[src/rtl/fetch_buffer_if.sv]
// -----------------------------------------------------------------------------
// fetch_buffer_if
// Purpose : bundles the instruction-memory request bus, the decode handshake,
//           the execute redirect and the queue occupancy of the fetch buffer.
// Signals :
//   imem_req/imem_addr   request to instruction memory (held until imem_ack)
//   imem_ack/imem_data   response; ack may come in the same cycle as req
//   id_valid/id_instr/id_pc  queue head offered to decode
//   id_ready             decode accepts the head
//   redirect/redirect_pc flush and restart request from execute
//   count                number of valid queue entries
// Modports:
//   master - the fetch buffer itself
//   slave  - memory/decode/execute environment
// -----------------------------------------------------------------------------
interface fetch_buffer_if #(
    parameter int DEPTH = 4
);
    localparam int CW = $clog2(DEPTH) + 1;

    logic          imem_req;
    logic [31:0]   imem_addr;
    logic          imem_ack;
    logic [31:0]   imem_data;
    logic          id_valid;
    logic          id_ready;
    logic [31:0]   id_instr;
    logic [31:0]   id_pc;
    logic          redirect;
    logic [31:0]   redirect_pc;
    logic [CW-1:0] count;

    modport master (
        output imem_req, imem_addr, id_valid, id_instr, id_pc, count,
        input  imem_ack, imem_data, id_ready, redirect, redirect_pc
    );

    modport slave (
        input  imem_req, imem_addr, id_valid, id_instr, id_pc, count,
        output imem_ack, imem_data, id_ready, redirect, redirect_pc
    );
endinterface

[src/rtl/fetch_buffer.sv]
// -----------------------------------------------------------------------------
// fetch_buffer
// Purpose : sequential instruction prefetcher. Issues one word-aligned read at
//           a time to instruction memory, queues {pc, instr} pairs in a DEPTH
//           entry circular buffer and offers the head to decode. A redirect
//           flushes the queue and restarts fetching at redirect_pc; a request
//           already on the bus is never withdrawn, its response is dropped.
// Ports   :
//   clk    - clock, all state changes on the rising edge
//   reset  - asynchronous active-high reset
//   bus    - fetch_buffer_if.master (memory bus, decode handshake, redirect,
//            occupancy count)
// -----------------------------------------------------------------------------
module fetch_buffer #(
    parameter int          DEPTH    = 4,
    parameter logic [31:0] RESET_PC = 32'h0000_0000
) (
    input  logic          clk,
    input  logic          reset,
    fetch_buffer_if.master bus
);
    localparam int PW = $clog2(DEPTH);
    localparam int CW = PW + 1;
    localparam logic [CW-1:0] FULL   = CW'(DEPTH);
    localparam logic [CW-1:0] ALMOST = CW'(DEPTH - 1);

    // IDLE: no request; BUSY: request for fetch_pc; DRAIN: old request still
    // on the bus after a redirect, its data will be dropped.
    typedef enum logic [1:0] {IDLE, BUSY, DRAIN} state_e;

    state_e        state_q, state_d;
    logic [31:0]   fetch_pc_q, fetch_pc_d;
    logic [31:0]   drain_addr_q, drain_addr_d;
    logic [PW-1:0] head_q, head_d;
    logic [PW-1:0] tail_q, tail_d;
    logic [CW-1:0] count_q, count_d;

    logic [31:0]   pc_mem    [DEPTH];
    logic [31:0]   instr_mem [DEPTH];

    logic          valid;
    logic          pop;
    logic          push;
    logic [31:0]   redirect_addr;

    assign redirect_addr = {bus.redirect_pc[31:2], 2'b00};

    // A redirect hides the head in the same cycle so nothing stale reaches decode.
    assign valid = (count_q != '0) && !bus.redirect;
    assign pop   = valid && bus.id_ready;

    // Only a live (non-draining) response is enqueued, and only if there is
    // room now or a slot frees this same cycle.
    assign push  = (state_q == BUSY) && bus.imem_ack && !bus.redirect &&
                   ((count_q != FULL) || pop);

    always_comb begin
        state_d      = state_q;
        fetch_pc_d   = fetch_pc_q;
        drain_addr_d = drain_addr_q;
        head_d       = head_q;
        tail_d       = tail_q;
        count_d      = count_q;

        if (bus.redirect) begin
            fetch_pc_d = redirect_addr;
            head_d     = '0;
            tail_d     = '0;
            count_d    = '0;
        end else begin
            if (push) begin
                tail_d     = tail_q + 1'b1;
                fetch_pc_d = fetch_pc_q + 32'd4;
            end
            if (pop) begin
                head_d = head_q + 1'b1;
            end
            count_d = count_q + {{(CW-1){1'b0}}, push} - {{(CW-1){1'b0}}, pop};
        end

        unique case (state_q)
            IDLE: begin
                // Queue is full here; restart as soon as a slot opens or the
                // queue is flushed.
                if (bus.redirect || (count_q != FULL) || pop) begin
                    state_d = BUSY;
                end
            end
            BUSY: begin
                if (bus.redirect && !bus.imem_ack) begin
                    // Keep presenting the old address until memory answers.
                    state_d      = DRAIN;
                    drain_addr_d = fetch_pc_q;
                end else if (push && !pop && (count_q == ALMOST)) begin
                    state_d = IDLE;
                end
            end
            DRAIN: begin
                if (bus.imem_ack) begin
                    state_d = BUSY;
                end
            end
            default: state_d = BUSY;
        endcase
    end

    always_ff @(posedge clk or posedge reset) begin
        if (reset) begin
            state_q    <= BUSY;
            fetch_pc_q <= RESET_PC;
            head_q     <= '0;
            tail_q     <= '0;
            count_q    <= '0;
        end else begin
            state_q    <= state_d;
            fetch_pc_q <= fetch_pc_d;
            head_q     <= head_d;
            tail_q     <= tail_d;
            count_q    <= count_d;
        end
    end

    // Storage and the drain address carry no reset: they are only read when
    // count/state say they are meaningful.
    always_ff @(posedge clk) begin
        drain_addr_q <= drain_addr_d;
        if (push) begin
            pc_mem[tail_q]    <= fetch_pc_q;
            instr_mem[tail_q] <= bus.imem_data;
        end
    end

    assign bus.imem_req  = (state_q != IDLE);
    assign bus.imem_addr = (state_q == DRAIN) ? drain_addr_q : fetch_pc_q;
    assign bus.id_valid  = valid;
    assign bus.id_instr  = instr_mem[head_q];
    assign bus.id_pc     = pc_mem[head_q];
    assign bus.count     = count_q;

endmodule

[src/flat_wrapper.sv]
// flat-port wrapper written by rule: the top's interface ports become plain ports
module fetch_buffer_flat 
#(
    parameter int          DEPTH    = 4,
    parameter logic [31:0] RESET_PC = 32'h0000_0000
)
  (clk, reset, bus_imem_req, bus_imem_addr, bus_id_valid, bus_id_instr, bus_id_pc, bus_count, bus_imem_ack, bus_imem_data, bus_id_ready, bus_redirect, bus_redirect_pc);
  fetch_buffer_if #(.DEPTH(DEPTH)) bus_i ();
  input  logic clk;
  input  logic reset;
  output wire logic [$bits(bus_i.imem_req)-1:0] bus_imem_req;
  output wire logic [$bits(bus_i.imem_addr)-1:0] bus_imem_addr;
  output wire logic [$bits(bus_i.id_valid)-1:0] bus_id_valid;
  output wire logic [$bits(bus_i.id_instr)-1:0] bus_id_instr;
  output wire logic [$bits(bus_i.id_pc)-1:0] bus_id_pc;
  output wire logic [$bits(bus_i.count)-1:0] bus_count;
  input wire logic [$bits(bus_i.imem_ack)-1:0] bus_imem_ack;
  input wire logic [$bits(bus_i.imem_data)-1:0] bus_imem_data;
  input wire logic [$bits(bus_i.id_ready)-1:0] bus_id_ready;
  input wire logic [$bits(bus_i.redirect)-1:0] bus_redirect;
  input wire logic [$bits(bus_i.redirect_pc)-1:0] bus_redirect_pc;
  assign bus_imem_req = bus_i.imem_req;
  assign bus_imem_addr = bus_i.imem_addr;
  assign bus_id_valid = bus_i.id_valid;
  assign bus_id_instr = bus_i.id_instr;
  assign bus_id_pc = bus_i.id_pc;
  assign bus_count = bus_i.count;
  assign bus_i.imem_ack = bus_imem_ack;
  assign bus_i.imem_data = bus_imem_data;
  assign bus_i.id_ready = bus_id_ready;
  assign bus_i.redirect = bus_redirect;
  assign bus_i.redirect_pc = bus_redirect_pc;
  fetch_buffer #(.DEPTH(DEPTH), .RESET_PC(RESET_PC)) u_core (.clk(clk), .reset(reset), .bus(bus_i));
endmodule
[config.mk]
export PLATFORM = sky130hd
export DESIGN_NAME = fetch_buffer_flat
export DESIGN_NICKNAME = d
export VERILOG_FILES = /design/src/rtl/fetch_buffer_if.sv /design/src/rtl/fetch_buffer.sv /design/src/flat_wrapper.sv
export SDC_FILE = /design/constraint.sdc
export NUM_CORES = 1
export LEC_CHECK = 0
export CAP_MARGIN = 30
export CORE_ASPECT_RATIO = 1.2
export CORE_UTILIZATION = 45
export DETAILED_ROUTE_END_ITERATION = 16
export PLACE_DENSITY = 0.78
export REMOVE_ABC_BUFFERS = 1
export SLEW_MARGIN = 15
export SYNTH_ARGS = -nofsm -noshare
export SYNTH_HDL_FRONTEND = slang
export SYNTH_SLANG_ARGS = --single-unit
[constraint.sdc]
create_clock -name clk -period 10.6 [get_ports clk]
set_clock_uncertainty 0.15 [all_clocks]
set_input_delay 3.18 -clock clk [delete_from_list [all_inputs] [get_ports clk]]
set_output_delay 3.18 -clock clk [all_outputs]
set_load 0.02 [all_outputs]
### Word-level counts from Yosys, hierarchy flattened

Memories as Yosys holds them, arrays and structs flattened.
Cells that the tools add are included.
W data, S select, Z words.

| operators by class | value |
|---|---|
| add/subtract/negate cells | 5 |
| equality and inequality tests | 7 |
| mux-type cells | 15 |
| reduce and logical (&&, ||, !) cells | 21 |

Operators by type and width:

| kind | count |
|---|---|
| $mux W32 | 3 |
| $add A32 B3 Y32 const B | 1 |
| $mux W2 | 8 |
| $logic_and A1 B1 Y1 | 8 |
| $ne A3 B3 Y1 const B | 2 |
| $pmux W2 S3 | 1 |
| $reduce_bool A2 Y1 | 3 |
| $add A2 B1 Y2 const B | 2 |
| $add A3 B1 Y3 | 1 |
| $eq A3 B2 Y1 const B | 1 |
| $logic_not A1 Y1 | 3 |
| $logic_or A1 B1 Y1 | 3 |
| $mux W3 | 1 |
| $reduce_and A3 Y1 | 1 |
| $reduce_bool A3 Y1 | 1 |
| $sub A3 B1 Y3 | 1 |
| $eq A2 B1 Y1 const B | 1 |
| $eq A2 B2 Y1 const B | 1 |
| $logic_not A2 Y1 | 1 |
| $mux W1 | 2 |
| $ne A2 B1 Y1 const B | 1 |
| $ne A2 B2 Y1 const B | 1 |
| $reduce_and A2 Y1 | 1 |

| storage, ports and cells | value |
|---|---|
| bits in registers | 73 |
| bits in writable memories | 256 |
| input bits | 69 |
| memories kept | 2 |

Memory list:

| memory | depth | bits a word | read ports | clocked after memory_dff | write ports | line | RTL |
|---|---|---|---|---|---|---|---|
| u_core.instr_mem | 4 | 32 | 1 | 0 | 1 | fetch_buffer.sv:39 | `logic [31:0] instr_mem [DEPTH];` |
| u_core.pc_mem | 4 | 32 | 1 | 0 | 1 | fetch_buffer.sv:38 | `logic [31:0] pc_mem [DEPTH];` |

### Logic depth before layout (Yosys ltp)

Gate-level depths: netlist (run 1).

| logic depth | value |
|---|---|
| word-level depth | 10 |
| mapped depth | 10 |
| gate-level depth less buffers | 10 |

### Worst setup path before layout (run 1)

No wires, ideal clock.

| path | value |
|---|---|
| path type | input-to-output |
| start | input bus_redirect |
| end | output bus_id_valid |
| data arrival time | 3.909 ns |
| setup slack | 3.361 ns |
| stages on the path | 3 |
| path buffers | 2 |
| cells stage by stage | clkbuf_1 -> buf_1 -> nor2_1 |

| on the way | value |
|---|---|
| longest elaborated chain between the ends | 2 |

Ends and longest elaborated chain:

| element | line | RTL |
|---|---|---|
| from (decl) | flat_wrapper.sv:20 | `input wire logic [$bits(bus_i.redirect)-1:0] bus_redirect;` |
| $logic_not A1 Y1 | fetch_buffer.sv:49 | `assign valid = (count_q != '0) && !bus.redirect;` |
| $logic_and A1 B1 Y1 | fetch_buffer.sv:49 |  |
| to (decl) | flat_wrapper.sv:13 | `output wire logic [$bits(bus_i.id_valid)-1:0] bus_id_valid;` |

Every way passes these cells.

### Worst setup path in the final report (run 1)

Same ends and word-level chain as after synthesis.

==> results of run 1 <==
## registers in the layout, summed over array words and instances (netlist names)
| register | flops |
|---|---|
| u_core.fetch_pc_q | 30 |
| u_core.state_q | 2 |
| u_core.tail_q | 2 |
| u_core.bus.count | 3 |
| u_core.pc_mem | 120 |
| u_core.head_q | 2 |
| u_core.instr_mem | 128 |
| u_core.drain_addr_q | 30 |
## how the worst min path moves through the flow
| stage | from | end | depth (start not counted) |
|---|---|---|---|
| floorplan | u_core.fetch_pc_q[16]$_DFFE_PP0N_ | u_core.drain_addr_q[16]$_DFFE_PP_ | 0 |
| global placement | u_core.tail_q[0]$_DFFE_PP0N_ | u_core.tail_q[0]$_DFFE_PP0N_ | 1 |
| detailed placement | u_core.tail_q[0]$_DFFE_PP0N_ | u_core.tail_q[0]$_DFFE_PP0N_ | 1 |
| CTS | u_core.tail_q[0]$_DFFE_PP0N_ | u_core.tail_q[0]$_DFFE_PP0N_ | 1 |
| global route | u_core.state_q[1]$_DFFE_PP0P_ | u_core.state_q[0]$_DFFE_PP1P_ | 1 |
| finish | u_core.tail_q[0]$_DFFE_PP0N_ | u_core.tail_q[0]$_DFFE_PP0N_ | 1 |
## worst max-delay path, stage by stage
cell             delay, ps
buf_2                   70
buf_4                  460
nor2_1                 110
clkdlybuf4s50_1        560
## per-stage QoR
step                      power (mW)  worst slack, ps  instances  utilization  hold slack (ps)
after floorplan                 1.91             3800        633            -              362
after global placement          2.20             2880       1140        0.532              394
after detailed placement        2.22             2880       1147        0.539              404
after CTS                       3.26             2870       1203        0.575              413
after global routing            3.36             2820       1204        0.576              481
final                           3.24             2880       1204        0.576              416
## power by group
| group | leakage (nW) | internal (mW) | switching (mW) | total (mW) |
|---|---|---|---|---|
| Sequential | 3.01 | 1.44 | 0.0719 | 1.51 |
| Combinational | 1.67 | 0.357 | 0.322 | 0.679 |
| Clock | 0.467 | 0.609 | 0.441 | 1.05 |
## cells in the final DEF, fill, tap and decap left out, types with 14 or more instances in the layout
master and instances:
dfrtp_1 36, nand2_1 44, edfxtp_1 278, clkdlybuf4s50_1 162
mux2_2 26, o21ai_0 22, mux4_2 62, nand3_1 20
clkbuf_16 31, inv_1 14
## layer usage
metal  part of all wire  wire length [um]  vias to the layer above
met2               0.51             13000                      272
met5                  0                 0                        -
met1               0.42             10700                     3461
li1                   -                 -                     3017
met4              0.018               468                        0
met3              0.059              1510                       40
## logic make-up (layout without fill, tap and decap cells)
kind of cell	count (synthesis)	count (layout)	synth area share
adders and majority gates	8	8	0.00859
xor gates and xnor gates	14	14	0.00979
buffers and inverters	49	247	0.0168
and+or+nand+nor	129	129	0.0545
other	1	4	0.000299
DFF	317	317	0.744
muxes	89	89	0.136
AOI/OAI and AO/OA	56	56	0.0299
## final cells by class
type                            instances  share of cell area
Clock buffer                           45              0.0547
Clock inverter                         11             0.00750
Inverter                               16             0.00383
Multi-Input combinational cell        300               0.193
Sequential cell                       317               0.595
Tap cell                              340              0.0271
Timing Repair Buffer                  175               0.119
==> flow_summary.ini, run 1 <==
[global_routing]
grt_pass1_vias = 6964
grt_max_degree = 58
grt_util_met3 = 0.0270
antenna_found_initial = 0
grt_busiest_layer = met2
grt_use_met2 = 0.315
use_met1 = 0.246
grt_pass1_wl_mm = 39.8
overflow = 0
grt.total_usage = 0.184

[sta]
worstMarginPinSlew_ps = 883
slew_violations = 0
hold_viol = 0
period_share = 0.729
rsz0062_at_grt = false
relSlewSlack = 0.409
finalSetupViolations = 0
fin_tns_setup_ps = 0
period_minus_slack_ps = 7720
fmax_mhz = 129

[worst_setup_path]
crit_fanout = 57
end_kind = primary output
ff2ff_setup_slack_ps = 7850
critPathLaunch = bus_redirect
reg2reg_to = u_core.pc_mem[0][22]$_DFFE_PP_
startpoint_type = input port
crit_end = bus_id_valid
cp.arrival_ps = 4390
critPathRequiredTime_ps = 7270
reg2reg_depth = 6
reg2reg_from = u_core.state_q[0]$_DFFE_PP1P_
path_class = input port to primary output

[route]
drc = 0
viasPerCell = 5.64
wirelength_mm = 25.7
antenna_left = 0
vias = 6790
wire_per_inst_um = 21.4
dr.pass1.iters = 5
drt-initial-drc-count = 476

[synthesis]
yosysUniqueCellTypes = 55
synth_area_leaders = edfxtp_1, mux4_2, dfrtp_1
ys_seq_area_frac = 0.744
synth_top_cell_by_area = edfxtp_1
async_flop_share = 0.123
yosysWarnings = 0
synth_edf_count = 278
syn_area_um2 = 12500
ys_ff_latch = 317
yosysMostFrequentCell = edfxtp_1
synthTopCellsByCount = edfxtp_1, mux4_2, nand2_1
syn_inst = 663
avgSynthCellArea_um2 = 18.9
ys.flop_type = edfxtp_1
yosys.area.top_type_share = 0.666

[cells_and_area]
fin_area_um2 = 15700
syn_to_final_growth_pct = 25.3
n_fill_cell = 2017
layout-drive-gt1-share = 0.183
diodes = 0
multiInputGateArea_um2 = 3030
nNetsFinal = 917
register_area_um2 = 9330

[clock_tree]
cts_buffers = 30
postCtsSetupBuffers = 0
cts.sinks = 317
clk_pin_slew_worst_paths_ps = 60
cts_tree = done
cts_max_path_buffers = 3
cts_root_buffer = clkbuf_16
ctsResizeCount = 0
h-tree-depth = 1
insertion_delay_ps = 550
ctsHoldBuffers = 0

[power]
total_leakage_power_nw = 5.14
power_density_nw_per_um2 = 206
vdd_ir_drop_max_mv = 0.113

[job]
drv_cap = 0

[floorplanning]
die_area_um2 = 28500
die_x_um = 154
row_count = 66
start_util = 0.460
die_h_um = 185
coreArea_um2 = 27300
ioPinCount = 170

[run_status]
outcome = complete, no violations

[placement]
dpl-instance-area_um2 = 14700
gp_congestion = 0.778
dp_hpwl_mm = 15.8
io_buffers = 163

[worst_hold_path]
min_path_type = flop to flop
Note: power is estimated with default switching activity, not from simulation.
==> run 2: changes to the inputs <==
==> constraint.sdc (replaced) <==
create_clock -name clk -period 7.3 [get_ports clk]
set_clock_uncertainty 0.15 [all_clocks]
set_input_delay 2.19 -clock clk [delete_from_list [all_inputs] [get_ports clk]]
set_output_delay 2.19 -clock clk [all_outputs]
set_load 0.02 [all_outputs]
==> run 2 against run 1 <==
Count of clock-buffer cells in the layout fell by 5. Routed wire length is 1.6% higher. Cell count did not move. Setup slack worse by 1000 ps. Via count shrank 0.65%. Clock power increased by 53%. Worst hold slack improved by 3.5 ps. Core utilization up 0.21 points. Critical path type is now flop to primary output. Largest cell class unchanged. Highest routed layer unchanged.
==> flow_summary.ini, run 2 (synthesis results as in run 1) <==
[cells_and_area]
nNetsFinal = 917
largest_reg_flops = 128
syn_to_final_growth_pct = 25.7
mostFrequentLayoutCell = edfxtp_1
top_regs = u_core.instr_mem: 128 flops, u_core.pc_mem: 120 flops
mostFrequentLayoutCells = edfxtp_1, clkdlybuf4s50_1, mux4_2
layout-drive-gt1-share = 0.189
diodes = 0
layout.cells.non_filler = 1204
top_register = u_core.instr_mem

[route]
vias = 6746
wire_per_inst_um = 21.7
viasPerCell = 5.60
wirelength_mm = 26.1
antenna_left = 0
drc = 0
dr.pass1.iters = 5
drt-initial-drc-count = 563

[clock_tree]
h-tree-depth = 1
clk_pin_slew_worst_paths_ps = 60
ctsHoldBuffers = 0
cts.sinks = 317
cts_buffers = 30
cts_root_buffer = clkbuf_16
insertion_delay_ps = 540
cts_tree = done
ctsResizeCount = 0
cts_max_path_buffers = 3
postCtsSetupBuffers = 0

[global_routing]
overflow = 0
grt_pass1_vias = 7028
grt.total_usage = 0.186
grt_pass1_wl_mm = 40.0
antenna_found_initial = 0
grt_max_degree = 57

[power]
total_leakage_power_nw = 5.17
power_density_nw_per_um2 = 303
vdd_ir_drop_max_mv = 0.176
p_total_mw = 4.78

[worst_setup_path]
crit_fanout = 38
critPathBufInv = 2
crit_chain = buf_4 -> mux4_2 -> clkdlybuf4s50_1
ff2ff_setup_slack_ps = 4580
path_class = flop to primary output
cp.arrival_ps = 3100
end_kind = primary output
critPathRequiredTime_ps = 4960
cp_top_family = buffers and inverters
slowest_stage = dfrtp_4
critPathMaxStageDelay_ps = 970
startpoint_type = flop

[job]
drv_cap = 0

[floorplanning]
coreArea_um2 = 27300
die_h_um = 185
row_count = 66
ioPinCount = 170
die_area_um2 = 28500
die_x_um = 154
start_util = 0.460

[sta]
finalSetupViolations = 0
slew_violations = 0
fin_tns_setup_ps = 0
hold_slack_ps = 420
period_minus_slack_ps = 5440
rsz0062_at_grt = false
fmax_mhz = 184
period_share = 0.745
hold_viol = 0
worstMarginPinSlew_ps = 889
relSlewSlack = 0.405

[placement]
io_buffers = 163
dp_hpwl_mm = 16.0
gp_congestion = 0.785
dp.cells = 1148

[worst_hold_path]
min_path_type = flop to flop

[run_status]
outcome = complete, no violations
[run 2: path summary, 6_finish.rpt]
check                                               from                                 to  cells past startpoint
setup / recovery            u_core.head_q[0]$_DFFE_PP0P_                       bus_id_pc[7]                      3
hold / removal              u_core.tail_q[0]$_DFFE_PP0N_       u_core.tail_q[0]$_DFFE_PP0N_                      1
setup reg to reg           u_core.state_q[0]$_DFFE_PP1P_  u_core.instr_mem[2][24]$_DFFE_PP_                      6
hold reg to reg             u_core.tail_q[0]$_DFFE_PP0N_       u_core.tail_q[0]$_DFFE_PP0N_                      1
max in group asynchronous                          reset       u_core.head_q[1]$_DFFE_PP0P_                      3
min in group asynchronous                          reset   u_core.fetch_pc_q[5]$_DFFE_PP0N_                      3
[run 2: where the power goes]
group	switching [mW]	total [mW]	internal [mW]
logic	0.447	0.961	0.513
clock network	0.650	1.61	0.956
registers	0.129	2.21	2.08
[run 2: metal layers]
metal,global-route usage,wire length (um),vias up
li1,-,-,3019
met1,0.250,11000,3417
met2,0.311,12900,253
met3,0.0261,1390,57
met4,0.0650,767,0
met5,0,0,-
[run 2: metrics by stage]
stage	util	instance area (um^2)	setup WS [ps]
after floorplan	-	12400	1710
after CTS	0.578	15700	1740
after detailed placement	0.539	14700	1950
final	0.578	15700	1860
after global placement	0.532	14500	1960
after global routing	0.578	15700	1660
[run 2: worst register-to-register path: stages (launching register included)]
cell,delay (ps)
dfstp_2,620
nor4bb_1,230
o21ai_1,100
buf_4,200
inv_2,320
and2_4,430
buf_16,330
[run 2: layout make-up]
cell class | instances | area [um^2]
multi-input combinational | 300 | 3030
clock inverter | 16 | 163
timing repair buffer | 175 | 1860
sequential | 317 | 9330
inverter | 16 | 60.1
tap | 340 | 425
clock buffer | 40 | 883
fill | 2041 | 11500
==> run 3: changes to the inputs <==
--- a/config.mk
+++ b/config.mk
@@ -9,7 +9,7 @@
 export CORE_ASPECT_RATIO = 1.2
 export CORE_UTILIZATION = 45
 export DETAILED_ROUTE_END_ITERATION = 16
-export PLACE_DENSITY = 0.78
+export PLACE_DENSITY = 0.81
 export REMOVE_ABC_BUFFERS = 1
 export SLEW_MARGIN = 15
 export SYNTH_ARGS = -nofsm -noshare
==> constraint.sdc (replaced) <==
create_clock -name clk -period 4.7 [get_ports clk]
set_clock_uncertainty 0.15 [all_clocks]
set_input_delay 1.41 -clock clk [delete_from_list [all_inputs] [get_ports clk]]
set_output_delay 1.41 -clock clk [all_outputs]
set_load 0.02 [all_outputs]
==> run 3 against run 2 <==
Worst hold slack improved by 8.1 ps. Die area unchanged. Count of clock-buffer cells in the layout decreased by 5. Register-to-register slack got worse by 2600 ps. Combinational power increased by 61%. Via count increased by 0.70%. Critical path type unchanged.
==> flow_summary.ini, run 3 (synthesis results as in run 1) <==
[power]
power_density_nw_per_um2 = 471
total_leakage_power_nw = 5.19
vdd_ir_drop_max_mv = 0.278

[global_routing]
grt_pass1_wl_mm = 40.6
use_met1 = 0.239
overflow = 0
grt_util_met3 = 0.0339
grt_pass1_vias = 7149
grt.total_usage = 0.189
grt_max_degree = 56
grt_use_met2 = 0.332
grt_busiest_layer = met2
antenna_found_initial = 0

[worst_setup_path]
slowest_stage = clkdlybuf4s50_1
startpoint_type = flop
path_class = flop to primary output
crit_chain = inv_1 -> nor2_4 -> buf_12 -> mux2_2 -> clkdlybuf4s50_1
crit_fanout = 18
critPathRequiredTime_ps = 3140
cp.arrival_ps = 2790
end_kind = primary output
critPathMaxStageDelay_ps = 570

[cells_and_area]
n_fill_cell = 2030
layout-drive-gt1-share = 0.204
diodes = 0
layout.cells.non_filler = 1211
mostFrequentLayoutCells = edfxtp_1, clkdlybuf4s50_1, mux4_2
largest_reg_flops = 128
fin_area_um2 = 15800
mostFrequentLayoutCell = edfxtp_1
nNetsFinal = 923
top_regs = u_core.instr_mem: 128 flops, u_core.pc_mem: 120 flops
syn_to_final_growth_pct = 25.9
top_register = u_core.instr_mem

[route]
viasPerCell = 5.61
wire_per_inst_um = 21.8
vias = 6793
drc = 0
wirelength_mm = 26.4
dr.pass1.iters = 5
drt-initial-drc-count = 570
antenna_left = 0

[clock_tree]
cts_max_path_buffers = 3
insertion_delay_ps = 550
cts_tree = done
cts_root_buffer = clkbuf_16
postCtsSetupBuffers = 0
ctsResizeCount = 0
cts.sinks = 317
clk_pin_slew_worst_paths_ps = 70
ctsHoldBuffers = 0
cts_buffers = 31
h-tree-depth = 1

[placement]
dpl-instance-area_um2 = 14700
dp.cells = 1153
gp_congestion = 0.800
dp_hpwl_mm = 16.5
io_buffers = 163

[run_status]
outcome = complete, no violations

[sta]
slew_violations = 0
finalSetupViolations = 0
relSlewSlack = 0.393
period_minus_slack_ps = 4350
fmax_mhz = 230
period_share = 0.925
worstMarginPinSlew_ps = 907
hold_viol = 0
rsz0062_at_grt = false

[floorplanning]
coreArea_um2 = 27300
die_h_um = 185
ioPinCount = 170
row_count = 66
die_area_um2 = 28500
die_x_um = 154
start_util = 0.460

[worst_hold_path]
min_path_type = flop to flop

[job]
drv_cap = 0
## run 3: cell count changes in the layout (fill, tap and decap cells not counted), moves of 2 or more
| cell | change |
|---|---|
| clkinv_2 | +6 |
| clkbuf_1 | -4 |
| clkbuf_16 | -3 |
| buf_4 | +2 |
| clkbuf_8 | +2 |
| clkinv_4 | +3 |
| buf_12 | +10 |
| clkinv_1 | -4 |
| buf_16 | -7 |
## run 3: stage by stage
stage	TNS [ps]	hold WS (ps)	util	total power [mW]	setup slack, ps
2_1_floorplan	-7000	362	-	4.30	-113
3_3_place_gp	0	395	0.540	5.00	724
3_5_place_dp	0	430	0.540	5.03	679
4_1_cts	0	442	0.579	7.53	296
5_1_grt	0	464	0.579	7.72	199
6_report	0	428	0.579	7.44	355
## run 3: layout make-up
type,instances,area [um^2],share of cell area
inverter,16,60.1,0.00381
clock inverter,23,229,0.0145
timing repair buffer,180,1880,0.119
multi-input combinational,300,3030,0.192
tap,340,425,0.0270
clock buffer,35,821,0.0520
sequential,317,9330,0.592
## run 3: path summary, 6_finish.rpt
kind                                                      to  slack [ps]                        startpoint  cells after the start
max                                        bus_imem_addr[15]         350     u_core.state_q[1]$_DFFE_PP0P_                      5
min                             u_core.tail_q[0]$_DFFE_PP0N_         430      u_core.tail_q[0]$_DFFE_PP0N_                      1
max reg2reg                u_core.fetch_pc_q[26]$_DFFE_PP0N_        2010  u_core.fetch_pc_q[2]$_DFFE_PP0N_                      6
min reg2reg                     u_core.tail_q[0]$_DFFE_PP0N_         430      u_core.tail_q[0]$_DFFE_PP0N_                      1
max in group asynchronous   u_core.fetch_pc_q[5]$_DFFE_PP0N_        2580                             reset                      3
min in group asynchronous       u_core.head_q[1]$_DFFE_PP0P_        1140                             reset                      2
## run 3: metal layers
metal	routed length, um	vias to the layer above
met3	1510	50
met1	10800	3466
met2	13600	246
met4	579	0
met5	0	-
li1	-	3031
## run 3: critical path: cells and delay by family, from the launching register on
kind | cells | cell delay [ps]
buffers and inverters | 3 | 940
and+or+nand+nor | 1 | 520
DFF | 1 | 420
muxes | 1 | 340
## run 3: where the power goes
| group | total [mW] | leakage, nW | internal [mW] | switching (mW) |
|---|---|---|---|---|
| logic | 1.55 | 1.67 | 0.813 | 0.737 |
| registers | 3.40 | 3.01 | 3.24 | 0.165 |
| clock network | 2.48 | 0.511 | 1.43 | 1.05 |
| total | 7.44 | 5.19 | 5.48 | 1.96 |
